===== config.mk =====
export PLATFORM = sky130hd
export DESIGN_NAME = tx_queue
export DESIGN_NICKNAME = d
export VERILOG_FILES = /design/src/rtl/tx_queue.sv
export SDC_FILE = /design/constraint.sdc
export NUM_CORES = 1
export LEC_CHECK = 0
export CAP_MARGIN = 10
export CORE_MARGIN = 2
export CORE_UTILIZATION = 49
export CTS_CLUSTER_DIAMETER = 200
export CTS_CLUSTER_SIZE = 16
export DETAILED_ROUTE_END_ITERATION = 8
export PLACE_DENSITY_LB_ADDON = 0.12
export RECOVER_POWER = 100
export SKIP_CTS_REPAIR_TIMING = 1
export SYNTH_ARGS = -nofsm -noshare
export SYNTH_HDL_FRONTEND = slang
export SYNTH_SLANG_ARGS = --single-unit

===== constraint.sdc =====
create_clock -name clock -period 2.1 [get_ports clock]
set_clock_uncertainty 0.15 [all_clocks]
set_input_delay 0.21 -clock clock [delete_from_list [all_inputs] [get_ports clock]]
set_output_delay 0.21 -clock clock [all_outputs]
set_load 0.1 [all_outputs]

===== src/rtl/tx_queue.sv =====
// tx_queue: circular packet queue that presents one registered packet at a time to a serial encoder.
// Define TX_QUEUE_GAP_EN to hold GAP_CYCLES idle cycles after every packet; undefined, packets run back to back.
`ifndef PACKET_SIZE
`define PACKET_SIZE 8
`endif

module tx_queue #(
    parameter int DEPTH      = 4,
    parameter int GAP_CYCLES = 3
) (
    input  logic                    clock,
    input  logic                    reset,
    input  logic [`PACKET_SIZE-1:0] wr_data,
    input  logic                    wr_en,
    input  logic                    enc_done,
    output logic [`PACKET_SIZE-1:0] enc_data,
    output logic                    enc_valid,
    output logic                    full,
    output logic                    empty,
    output logic [$clog2(DEPTH):0]  level,
    output logic                    overflow
);
    localparam int PW = $clog2(DEPTH);
    localparam int LW = PW + 1;

    localparam logic [1:0] ST_IDLE = 2'd0;
    localparam logic [1:0] ST_SEND = 2'd1;
`ifdef TX_QUEUE_GAP_EN
    localparam logic [1:0] ST_GAP  = 2'd2;
    localparam int         CW      = (GAP_CYCLES > 1) ? $clog2(GAP_CYCLES) : 1;
`endif

    logic [`PACKET_SIZE-1:0] mem_q [DEPTH];
    logic [PW-1:0]           rd_ptr_q, rd_ptr_d;
    logic [PW-1:0]           wr_ptr_q, wr_ptr_d;
    logic [PW-1:0]           rd_next;
    logic [LW-1:0]           level_q, level_d;
    logic [1:0]              state_q, state_d;
    logic [`PACKET_SIZE-1:0] enc_data_q, enc_data_d;
    logic                    overflow_q, overflow_d;
    logic                    wr_accept;
    logic                    pop;
`ifdef TX_QUEUE_GAP_EN
    logic [CW-1:0]           gap_cnt_q, gap_cnt_d;
`endif

    // A full queue refuses writes even when the head is popped in the same cycle.
    assign full      = (level_q == LW'(DEPTH));
    assign empty     = (level_q == '0);
    assign wr_accept = wr_en && !full;
    assign pop       = (state_q == ST_SEND) && enc_done;
    assign rd_next   = rd_ptr_q + 1'b1;

    always_comb begin
        state_d    = state_q;
        enc_data_d = enc_data_q;
        rd_ptr_d   = pop ? rd_next : rd_ptr_q;
        wr_ptr_d   = wr_accept ? (wr_ptr_q + 1'b1) : wr_ptr_q;
        level_d    = level_q + LW'(wr_accept) - LW'(pop);
        overflow_d = overflow_q | (wr_en & full);
`ifdef TX_QUEUE_GAP_EN
        gap_cnt_d  = gap_cnt_q;
`endif
        case (state_q)
            ST_IDLE: begin
                if (!empty) begin
                    state_d    = ST_SEND;
                    enc_data_d = mem_q[rd_ptr_q];
                end
            end
            ST_SEND: begin
                if (pop) begin
`ifdef TX_QUEUE_GAP_EN
                    state_d   = ST_GAP;
                    gap_cnt_d = CW'(GAP_CYCLES - 1);
`else
                    if (level_q > LW'(1)) begin
                        enc_data_d = mem_q[rd_next];
                    end else begin
                        state_d = ST_IDLE;
                    end
`endif
                end
            end
`ifdef TX_QUEUE_GAP_EN
            // The head pointer already moved at the pop, so the next packet sits at rd_ptr_q.
            ST_GAP: begin
                if (gap_cnt_q == '0) begin
                    if (!empty) begin
                        state_d    = ST_SEND;
                        enc_data_d = mem_q[rd_ptr_q];
                    end else begin
                        state_d = ST_IDLE;
                    end
                end else begin
                    gap_cnt_d = gap_cnt_q - 1'b1;
                end
            end
`endif
            default: state_d = ST_IDLE;
        endcase
    end

    always_ff @(posedge clock) begin
        if (wr_accept) begin
            mem_q[wr_ptr_q] <= wr_data;
        end
    end

    always_ff @(posedge clock or negedge reset) begin
        if (!reset) begin
            state_q    <= ST_IDLE;
            rd_ptr_q   <= '0;
            wr_ptr_q   <= '0;
            level_q    <= '0;
            enc_data_q <= '0;
            overflow_q <= 1'b0;
`ifdef TX_QUEUE_GAP_EN
            gap_cnt_q  <= '0;
`endif
        end else begin
            state_q    <= state_d;
            rd_ptr_q   <= rd_ptr_d;
            wr_ptr_q   <= wr_ptr_d;
            level_q    <= level_d;
            enc_data_q <= enc_data_d;
            overflow_q <= overflow_d;
`ifdef TX_QUEUE_GAP_EN
            gap_cnt_q  <= gap_cnt_d;
`endif
        end
    end

    assign enc_data  = enc_data_q;
    assign enc_valid = (state_q == ST_SEND);
    assign level     = level_q;
    assign overflow  = overflow_q;

endmodule


==> results of run 1 <==
## registers in the layout, summed over array words and instances (netlist names)
name / count
level: 3
rd_ptr_q: 2
enc_data: 8
overflow: 1
mem_q: 32
wr_ptr_q: 2
state_q: 1
## cells by family (layout without fill, tap and decap cells)
logic type / count (synthesis) / after routing
mux: 10 / 10
flops: 49 / 49
buf+inv: 15 / 58
xor+xnor: 5 / 5
simple gates: 27 / 27
fa+ha+maj: 9 / 9
compound gates: 20 / 20
## area by class of cell
class                   count  area (um^2)  share of cell area (%)
inverters                  11         43.8                    1.63
repair buffers             39          348                    12.9
well taps                  50         62.6                    2.33
clock inverters             2         38.8                    1.44
clock buffers               6         72.6                    2.70
multi-input cells          71          722                    26.9
flip-flops and latches     49         1400                    52.1
## worst max path at each step
stage                                  start                 end  slack, ns  cells past startpoint
final                     level[1]$_DFF_PN0_  level[1]$_DFF_PN0_       0.02                      9
after global routing      level[1]$_DFF_PN0_  level[1]$_DFF_PN0_      -0.06                      9
after CTS                 level[1]$_DFF_PN0_  level[1]$_DFF_PN0_      -0.02                      9
after detailed placement               wr_en  level[1]$_DFF_PN0_      -0.11                      9
after global placement                 wr_en  level[1]$_DFF_PN0_      -0.05                      9
after floorplan           level[2]$_DFF_PN0_  level[1]$_DFF_PN0_      -0.90                     10
## routing by layer
metal	vias up	track usage, %	routed length [um]
met5	-	0	0
met4	0	3.85	18
met3	2	5.09	189
met2	34	26.6	1780
met1	605	22.5	1540
li1	583	-	-
## through the flow
| step | hold slack [ns] | util, % |
|---|---|---|
| 3_3_place_gp | 0.292 | 62.2 |
| 2_1_floorplan | -0.236 | - |
| 4_1_cts | 0.255 | 65.0 |
| 6_report | 0.298 | 65.7 |
| 3_5_place_dp | 0.300 | 62.2 |
| 5_1_grt | 0.353 | 65.7 |
## critical path: stages, from the launching register on
cell and delay (ns):
dfrtp_4 0.49, nor3_4 0.23, nor2b_4 0.06, inv_2 0.07, ha_4 0.19, inv_2 0.06
ha_4 0.12, inv_2 0.04, fa_2 0.56, inv_2 0.03
## cells in the final DEF (no fill, tap or decap), types with 3 or more instances in the layout
cell	count
buf_4	14
inv_1	6
nor2_1	10
clkbuf_2	9
ha_1	6
dlygate4sd3_1	10
nand2_1	3
clkbuf_8	5
buf_12	4
dfrtp_1	13
inv_2	4
dfrtp_4	3
mux2_4	7
a21oi_2	5
and2_2	4
edfxtp_1	32
a21oi_1	3
a222oi_1	7
xnor2_1	3
==> impl_metrics.env, run 1 <==
export IMPL_status="finished, final reports clean"
export IMPL_worstHoldPathType="input pin to asynchronous set/reset pin"
export IMPL_yosysUniqueCellTypes=32
export IMPL_cts_tree="yes"
export IMPL_synth_edf_count=32
export IMPL_ios=27
export IMPL_start_util_pct=51.9
export IMPL_max_freq_mhz=482
export IMPL_synthTopCellsByArea="edfxtp_1 (45%), dfrtp_1 (20%), mux2_4 (5.0%)"
export IMPL_grt_max_degree=18
export IMPL_dpl_hpwl_mm=2.63
export IMPL_cts_sinks=49
export IMPL_synthesis_nets=156
export IMPL_ys_warn_count=0
export IMPL_syn_to_final_growth_pct=26.6
export IMPL_ctsHtreeMaxLevel=2
export IMPL_finalSetupViolCount=0
export IMPL_synth_common_cells="edfxtp_1 (32), dfrtp_1 (17), inv_1 (11), nor2_1 (10)"
export IMPL_synthSimpleGateAreaFrac_pct=7.61
export IMPL_async_flop_share_pct=34.7
export IMPL_ant_nets=0
export IMPL_crit_type="register to register"
export IMPL_synthAdderAreaFrac_pct=5.66
export IMPL_grt_use_total_pct=16.6
export IMPL_rr_endpoint="level[1]$_DFF_PN0_"
export IMPL_ys_flop_type="edfxtp_1"
export IMPL_overflow=0
export IMPL_period_share_pct=98.8
export IMPL_drc=0
export IMPL_postPlaceCellArea_um2=2540
export IMPL_postRouteWirelength_mm=3.53
export IMPL_wl_per_cell_um=15.5
export IMPL_start_kind="register"
export IMPL_synth_xor_area_share_pct=2.06
export IMPL_fin_ws_ns=0.0244
export IMPL_syn_avg_cell_area_um2=15.7
export IMPL_design_area_um2=2690
export IMPL_synthMuxAreaShare_pct=7.61
export IMPL_final_nets=198
export IMPL_cp_end_kind="register"
export IMPL_cts_buffer_depth=2
export IMPL_yosys_area_top_type="edfxtp_1"
export IMPL_dp_cells=218
export IMPL_ys_seq_area_share_pct=65.3
export IMPL_grt_setup_unrepaired="yes"
export IMPL_mappedNetlistArea_um2=2120
export IMPL_portBuffers=26
export IMPL_finalHoldViolCount=0
export IMPL_drive_gt1_share_pct=41.0
export IMPL_setup_tns_ns=0
export IMPL_antenna_cells=0
export IMPL_row_count=23
export IMPL_r2r_slack_ns=0.02
export IMPL_reg2reg_depth=9
export IMPL_vias_per_cell=5.37
export IMPL_worst_slew_pin_slew_ns=0.817
export IMPL_drv_cap=0
export IMPL_die_h_um=69.8
export IMPL_reg2reg_from="level[1]$_DFF_PN0_"
export IMPL_drv_slew=0
export IMPL_syn_inst=135
export IMPL_grt_first_pass_wirelength_mm=6.20
export IMPL_grt_pass1_vias=1254
export IMPL_clkSlewWorstSetupHoldPaths_ns=0.09
export IMPL_die_w_um=69.8
export IMPL_relSlewSlack_pct=45.4
export IMPL_synth_top_cell_area_share_pct=45.3
export IMPL_synth_most_common_cell="edfxtp_1"
export IMPL_antenna_found_initial=0
export IMPL_worstSkewPairLatency_ns=0.29
export IMPL_path_max_fanout=2
export IMPL_fillers=286
export IMPL_drt_pass1_iterations=4
export IMPL_arrival_ns=2.12
export IMPL_post_place_ws_ns=-0.112
export IMPL_synth_compound_area_share_pct=8.14
export IMPL_vias=1224
export IMPL_drtIter0Drc=65
export IMPL_root_buffer="clkbuf_8"
export IMPL_die_area_um2=4870
export IMPL_min_period_ns=2.08
export IMPL_numCtsBuffers=5
export IMPL_ys_seq_elements=49
export IMPL_gp_congestion=0.742
export IMPL_coreArea_um2=4090
export IMPL_layout_cells_non_filler=228
export IMPL_critPathRequiredTime_ns=2.15
export IMPL_synth_top_family_by_area="compound AO/OA/AOI/OAI gates"
Power of run 1 is left out: the tool's default activity adds up to more than one toggle a clock period on the data nets, which glitch-free logic cannot reach.
==> run 2, diff against run 1 <==
--- a/config.mk
+++ b/config.mk
@@ -6,14 +6,18 @@
 export NUM_CORES = 1
 export LEC_CHECK = 0
 export CAP_MARGIN = 10
+export CELL_PAD_IN_SITES_DETAIL_PLACEMENT = 1
+export CELL_PAD_IN_SITES_GLOBAL_PLACEMENT = 1
 export CORE_MARGIN = 2
-export CORE_UTILIZATION = 49
+export CORE_UTILIZATION = 41
 export CTS_CLUSTER_DIAMETER = 200
 export CTS_CLUSTER_SIZE = 16
 export DETAILED_ROUTE_END_ITERATION = 8
+export GPL_TIMING_DRIVEN = 0
 export PLACE_DENSITY_LB_ADDON = 0.12
 export RECOVER_POWER = 100
 export SKIP_CTS_REPAIR_TIMING = 1
+export SKIP_LAST_GASP = 1
 export SYNTH_ARGS = -nofsm -noshare
 export SYNTH_HDL_FRONTEND = slang
 export SYNTH_SLANG_ARGS = --single-unit
==> run 2 against run 1 <==
Effect of this change:
- the flow now finishes with violations (negative setup slack)
- die area grew 18%
- first-iteration DRC count grew 28%
- non-clock buffer count shrank 6
- final cell count grew 6.1%
- setup slack lost 0.062 ns
- critical path depth shrank 6
- global-route usage shrank 2.1 points
- via count shrank 0.33%
- sequential share of layout area shrank 0.41 points
- register-to-register slack is essentially flat
- critical path type is now register to output port
==> impl_metrics.env, run 2 (same netlist as run 1, synthesis figures left out) <==
export IMPL_largest_reg_flops=32
export IMPL_ant_nets=0
export IMPL_slowest_delay_ns=0.52
export IMPL_relSlewSlack_pct=34.7
export IMPL_layout_cells_non_filler=242
export IMPL_path_cells="buf_4 -> nor3_4 -> clkbuf_2"
export IMPL_crit_buf_inv=2
export IMPL_violations="negative setup slack"
export IMPL_vias_per_cell=5.04
export IMPL_postRouteWirelength_mm=3.97
export IMPL_final_nets=192
export IMPL_multi_input_area_um2=722
export IMPL_finalSetupViolCount=1
export IMPL_antenna_cells=0
export IMPL_grt_first_pass_wirelength_mm=6.49
export IMPL_drtIter0Drc=83
export IMPL_row_count=26
export IMPL_critPathSlowestCell="dfrtp_4"
export IMPL_cts_tree="yes"
export IMPL_drt_pass1_iterations=4
export IMPL_ios=27
export IMPL_start_kind="register"
export IMPL_coreArea_um2=5040
export IMPL_start_util_pct=42.1
export IMPL_cp_end_kind="output port"
export IMPL_max_freq_mhz=468
export IMPL_grt_use_total_pct=14.5
export IMPL_critPathRequiredTime_ns=1.74
export IMPL_portBuffers=26
export IMPL_wl_per_cell_um=16.4
export IMPL_die_h_um=75.9
export IMPL_numCtsBuffers=5
export IMPL_finalHoldViolCount=0
export IMPL_vias=1220
export IMPL_dp_cells=231
export IMPL_gp_congestion=0.702
export IMPL_path_max_fanout=5
export IMPL_crit_type="register to output port"
export IMPL_routed_wl_met3_um=164
export IMPL_grt_pass1_vias=1273
export IMPL_grt_setup_unrepaired="yes"
export IMPL_layout_common_cells="edfxtp_1 (32), dfrtp_1 (14), dlymetal6s2s_1 (13)"
export IMPL_fin_ws_ns=-0.0376
export IMPL_dpl_hpwl_mm=2.87
export IMPL_period_share_pct=102
export IMPL_worstSkewPairLatency_ns=0.30
export IMPL_top_layer="met4"
export IMPL_syn_to_final_growth_pct=27.5
export IMPL_drc=0
export IMPL_drive_gt1_share_pct=29.7
export IMPL_die_w_um=75.9
export IMPL_cts_buffer_depth=2
export IMPL_drv_slew=0
export IMPL_clkSlewWorstSetupHoldPaths_ns=0.09
export IMPL_arrival_ns=1.78
export IMPL_wl_met2_mm=2.02
export IMPL_cts_sinks=49
export IMPL_worst_slew_pin_slew_ns=0.977
export IMPL_status="finished, violations left"
export IMPL_fillers=486
export IMPL_worstHoldPathType="input pin to asynchronous set/reset pin"
export IMPL_top_register="mem_q"
export IMPL_drv_cap=0
export IMPL_grt_max_degree=18
export IMPL_die_area_um2=5770
export IMPL_wl_met1_mm=1.75
export IMPL_root_buffer="clkbuf_8"
export IMPL_min_period_ns=2.14
export IMPL_crit_family="buffers and inverters"
export IMPL_ctsHtreeMaxLevel=2
export IMPL_overflow=0
export IMPL_final_common_cell="edfxtp_1"
export IMPL_register_area_um2=1400
export IMPL_hold_slack_ns=0.284
export IMPL_antenna_found_initial=0
run 2: final cells by class:
class                      instances  share of cell area (%)
buffer                             4                    1.30
clock buffer                       6                    2.68
clock inverter                     2                    1.43
inverter                          11                    1.71
multi-input combinational         71                    26.7
sequential                        49                    51.7
tap                               70                    3.24
timing repair buffer              29                    11.3
run 2: path summary, 6_finish.rpt:
path                            depth (start not counted)                endpoint                from  slack, ns
worst min register to register                          1      overflow$_DFF_PN0_  overflow$_DFF_PN0_       0.30
worst min-delay path                                    1  state_q[0]$_DFFE_PN0P_               reset       0.28
max in group asynchronous                               1      level[0]$_DFF_PN0_               reset       0.93
worst max register to register                          9      level[1]$_DFF_PN0_  level[1]$_DFF_PN0_       0.01
min in group clock                                      1      overflow$_DFF_PN0_  overflow$_DFF_PN0_       0.30
worst max-delay path                                    3                   empty  level[1]$_DFF_PN0_      -0.04
run 2: through the flow:
step | utilization, % | setup TNS, ns | setup slack (ns) | instance area [um^2]
2_1_floorplan | - | -14.03 | -0.901 | 2170
3_3_place_gp | 50.0 | -0.778 | -0.252 | 2520
3_5_place_dp | 50.0 | -0.894 | -0.274 | 2520
4_1_cts | 52.2 | -2.74 | -0.613 | 2630
5_1_grt | 53.6 | -0.173 | -0.111 | 2710
6_report | 53.6 | -0.0376 | -0.0376 | 2710
run 2: routing by layer:
metal / vias up / global-route usage, %
met5: - / 0
met4: 0 / 4.36
met3: 4 / 3.81
met1: 621 / 19.4
met2: 27 / 23.6
li1: 568 / -
Power of run 2 is left out for the same reason.
==> run 3, diff against run 2 <==
--- a/config.mk
+++ b/config.mk
@@ -17,7 +17,6 @@
 export PLACE_DENSITY_LB_ADDON = 0.12
 export RECOVER_POWER = 100
 export SKIP_CTS_REPAIR_TIMING = 1
-export SKIP_LAST_GASP = 1
 export SYNTH_ARGS = -nofsm -noshare
 export SYNTH_HDL_FRONTEND = slang
 export SYNTH_SLANG_ARGS = --single-unit
==> run 3 against run 2 <==
Effect of this change:
- the flow now finishes without violations
- setup slack improved by 0.050 ns
- critical path depth rose by 6
- register-to-register slack barely moved
- non-clock buffer count did not move
- routed wire length fell by 0.15%
- die area did not move
- cell area barely moved
- global-route usage did not move
- first-iteration DRC count did not move
- final cell count did not move
- sequential share of layout area barely moved
- maximum frequency rose by 2.4%
- critical endpoint is now level[1]$_DFF_PN0_
==> impl_metrics.env, run 3 (same netlist as run 1, synthesis figures left out) <==
export IMPL_min_period_ns=2.09
export IMPL_grt_pass1_vias=1273
export IMPL_postPlaceCellArea_um2=2520
export IMPL_drv_cap=0
export IMPL_grt_setup_unrepaired="yes"
export IMPL_dp_cells=231
export IMPL_gp_congestion=0.702
export IMPL_die_w_um=75.9
export IMPL_top_register="mem_q"
export IMPL_drive_gt1_share_pct=30.8
export IMPL_portBuffers=26
export IMPL_overflow=0
export IMPL_critPathRequiredTime_ns=2.15
export IMPL_post_place_ws_ns=-0.274
export IMPL_largest_reg_flops=32
export IMPL_start_kind="register"
export IMPL_vias=1219
export IMPL_final_nets=192
export IMPL_wl_per_cell_um=16.4
export IMPL_final_common_cell="edfxtp_1"
export IMPL_drv_slew=0
export IMPL_clkSlewWorstSetupHoldPaths_ns=0.09
export IMPL_vias_per_cell=5.04
export IMPL_finalHoldViolCount=0
export IMPL_antenna_found_initial=0
export IMPL_drtIter0Drc=83
export IMPL_start_util_pct=42.1
export IMPL_worst_slew_pin_slew_ns=0.977
export IMPL_ios=27
export IMPL_coreArea_um2=5040
export IMPL_worstHoldPathType="input pin to asynchronous set/reset pin"
export IMPL_cts_sinks=49
export IMPL_drt_pass1_iterations=5
export IMPL_design_area_um2=2710
export IMPL_cts_buffer_depth=2
export IMPL_postRouteWirelength_mm=3.96
export IMPL_grt_first_pass_wirelength_mm=6.49
export IMPL_ant_nets=0
export IMPL_period_share_pct=99.4
export IMPL_max_freq_mhz=479
export IMPL_fin_ws_ns=0.0127
export IMPL_cp_end_kind="register"
export IMPL_syn_to_final_growth_pct=27.6
export IMPL_fillers=485
export IMPL_row_count=26
export IMPL_layout_common_cells="edfxtp_1 (32), dfrtp_1 (14), dlymetal6s2s_1 (13)"
export IMPL_antenna_cells=0
export IMPL_drc=0
export IMPL_path_max_fanout=5
export IMPL_cts_tree="yes"
export IMPL_numCtsBuffers=5
export IMPL_finalSetupViolCount=0
export IMPL_layout_cells_non_filler=242
export IMPL_status="finished, final reports clean"
export IMPL_worstSkewPairLatency_ns=0.30
export IMPL_die_area_um2=5770
export IMPL_dpl_hpwl_mm=2.87
export IMPL_crit_type="register to register"
export IMPL_arrival_ns=2.14
export IMPL_relSlewSlack_pct=34.7
export IMPL_grt_max_degree=18
export IMPL_ctsHtreeMaxLevel=2
export IMPL_grt_use_total_pct=14.5
export IMPL_die_h_um=75.9
export IMPL_root_buffer="clkbuf_8"
## run 3: changes by cell type in the layout (fill, tap and decap cells not counted)
| cell | change |
|---|---|
| clkbuf_4 | +1 |
| inv_1 | -2 |
| inv_2 | +2 |
| clkbuf_2 | -1 |
## run 3: layout make-up
| type | count | area (um^2) | share of cell area, % |
|---|---|---|---|
| clock buffers | 6 | 72.6 | 2.68 |
| repair buffers | 29 | 308 | 11.4 |
| plain buffers | 4 | 35.0 | 1.29 |
| well taps | 70 | 87.6 | 3.23 |
| clock inverters | 2 | 38.8 | 1.43 |
| flip-flops and latches | 49 | 1400 | 51.6 |
| multi-input cells | 71 | 722 | 26.7 |
| inverters | 11 | 46.3 | 1.71 |
## run 3: per-layer routing
| metal | vias up | global-route usage (%) | part of all wire (%) |
|---|---|---|---|
| met4 | 0 | 4.36 | 0.88 |
| met2 | 26 | 23.6 | 51 |
| li1 | 568 | - | - |
| met1 | 621 | 19.4 | 44 |
| met3 | 4 | 3.81 | 4.2 |
| met5 | - | 0 | 0 |
## run 3: stage by stage
step	TNS, ns	hold WS [ns]	util (%)
after CTS	-2.74	0.250	52.2
final	0	0.284	53.7
after floorplan	-14.03	-0.236	-
after detailed placement	-0.894	0.299	50.0
after global placement	-0.778	0.287	50.0
after global routing	-0.0419	0.345	53.7
## run 3: worst paths after layout
path                                    start                      to  slack (ns)  cells past startpoint
setup / recovery           level[1]$_DFF_PN0_      level[1]$_DFF_PN0_        0.01                      9
hold / removal                          reset  state_q[0]$_DFFE_PN0P_        0.28                      1
setup reg to reg           level[1]$_DFF_PN0_      level[1]$_DFF_PN0_        0.01                      9
hold reg to reg            overflow$_DFF_PN0_      overflow$_DFF_PN0_        0.30                      1
max in group asynchronous               reset      level[0]$_DFF_PN0_        0.93                      1
min in group clock         overflow$_DFF_PN0_      overflow$_DFF_PN0_        0.30                      1
## run 3: critical path, cell delays in order (launching register included)
cell     delay (ns)
dfrtp_4        0.52
nor3_4         0.26
nor2b_4        0.07
inv_2          0.07
ha_4           0.20
inv_4          0.05
ha_4           0.11
inv_2          0.03
fa_2           0.52
inv_2          0.03
Power of run 3 is left out for the same reason.
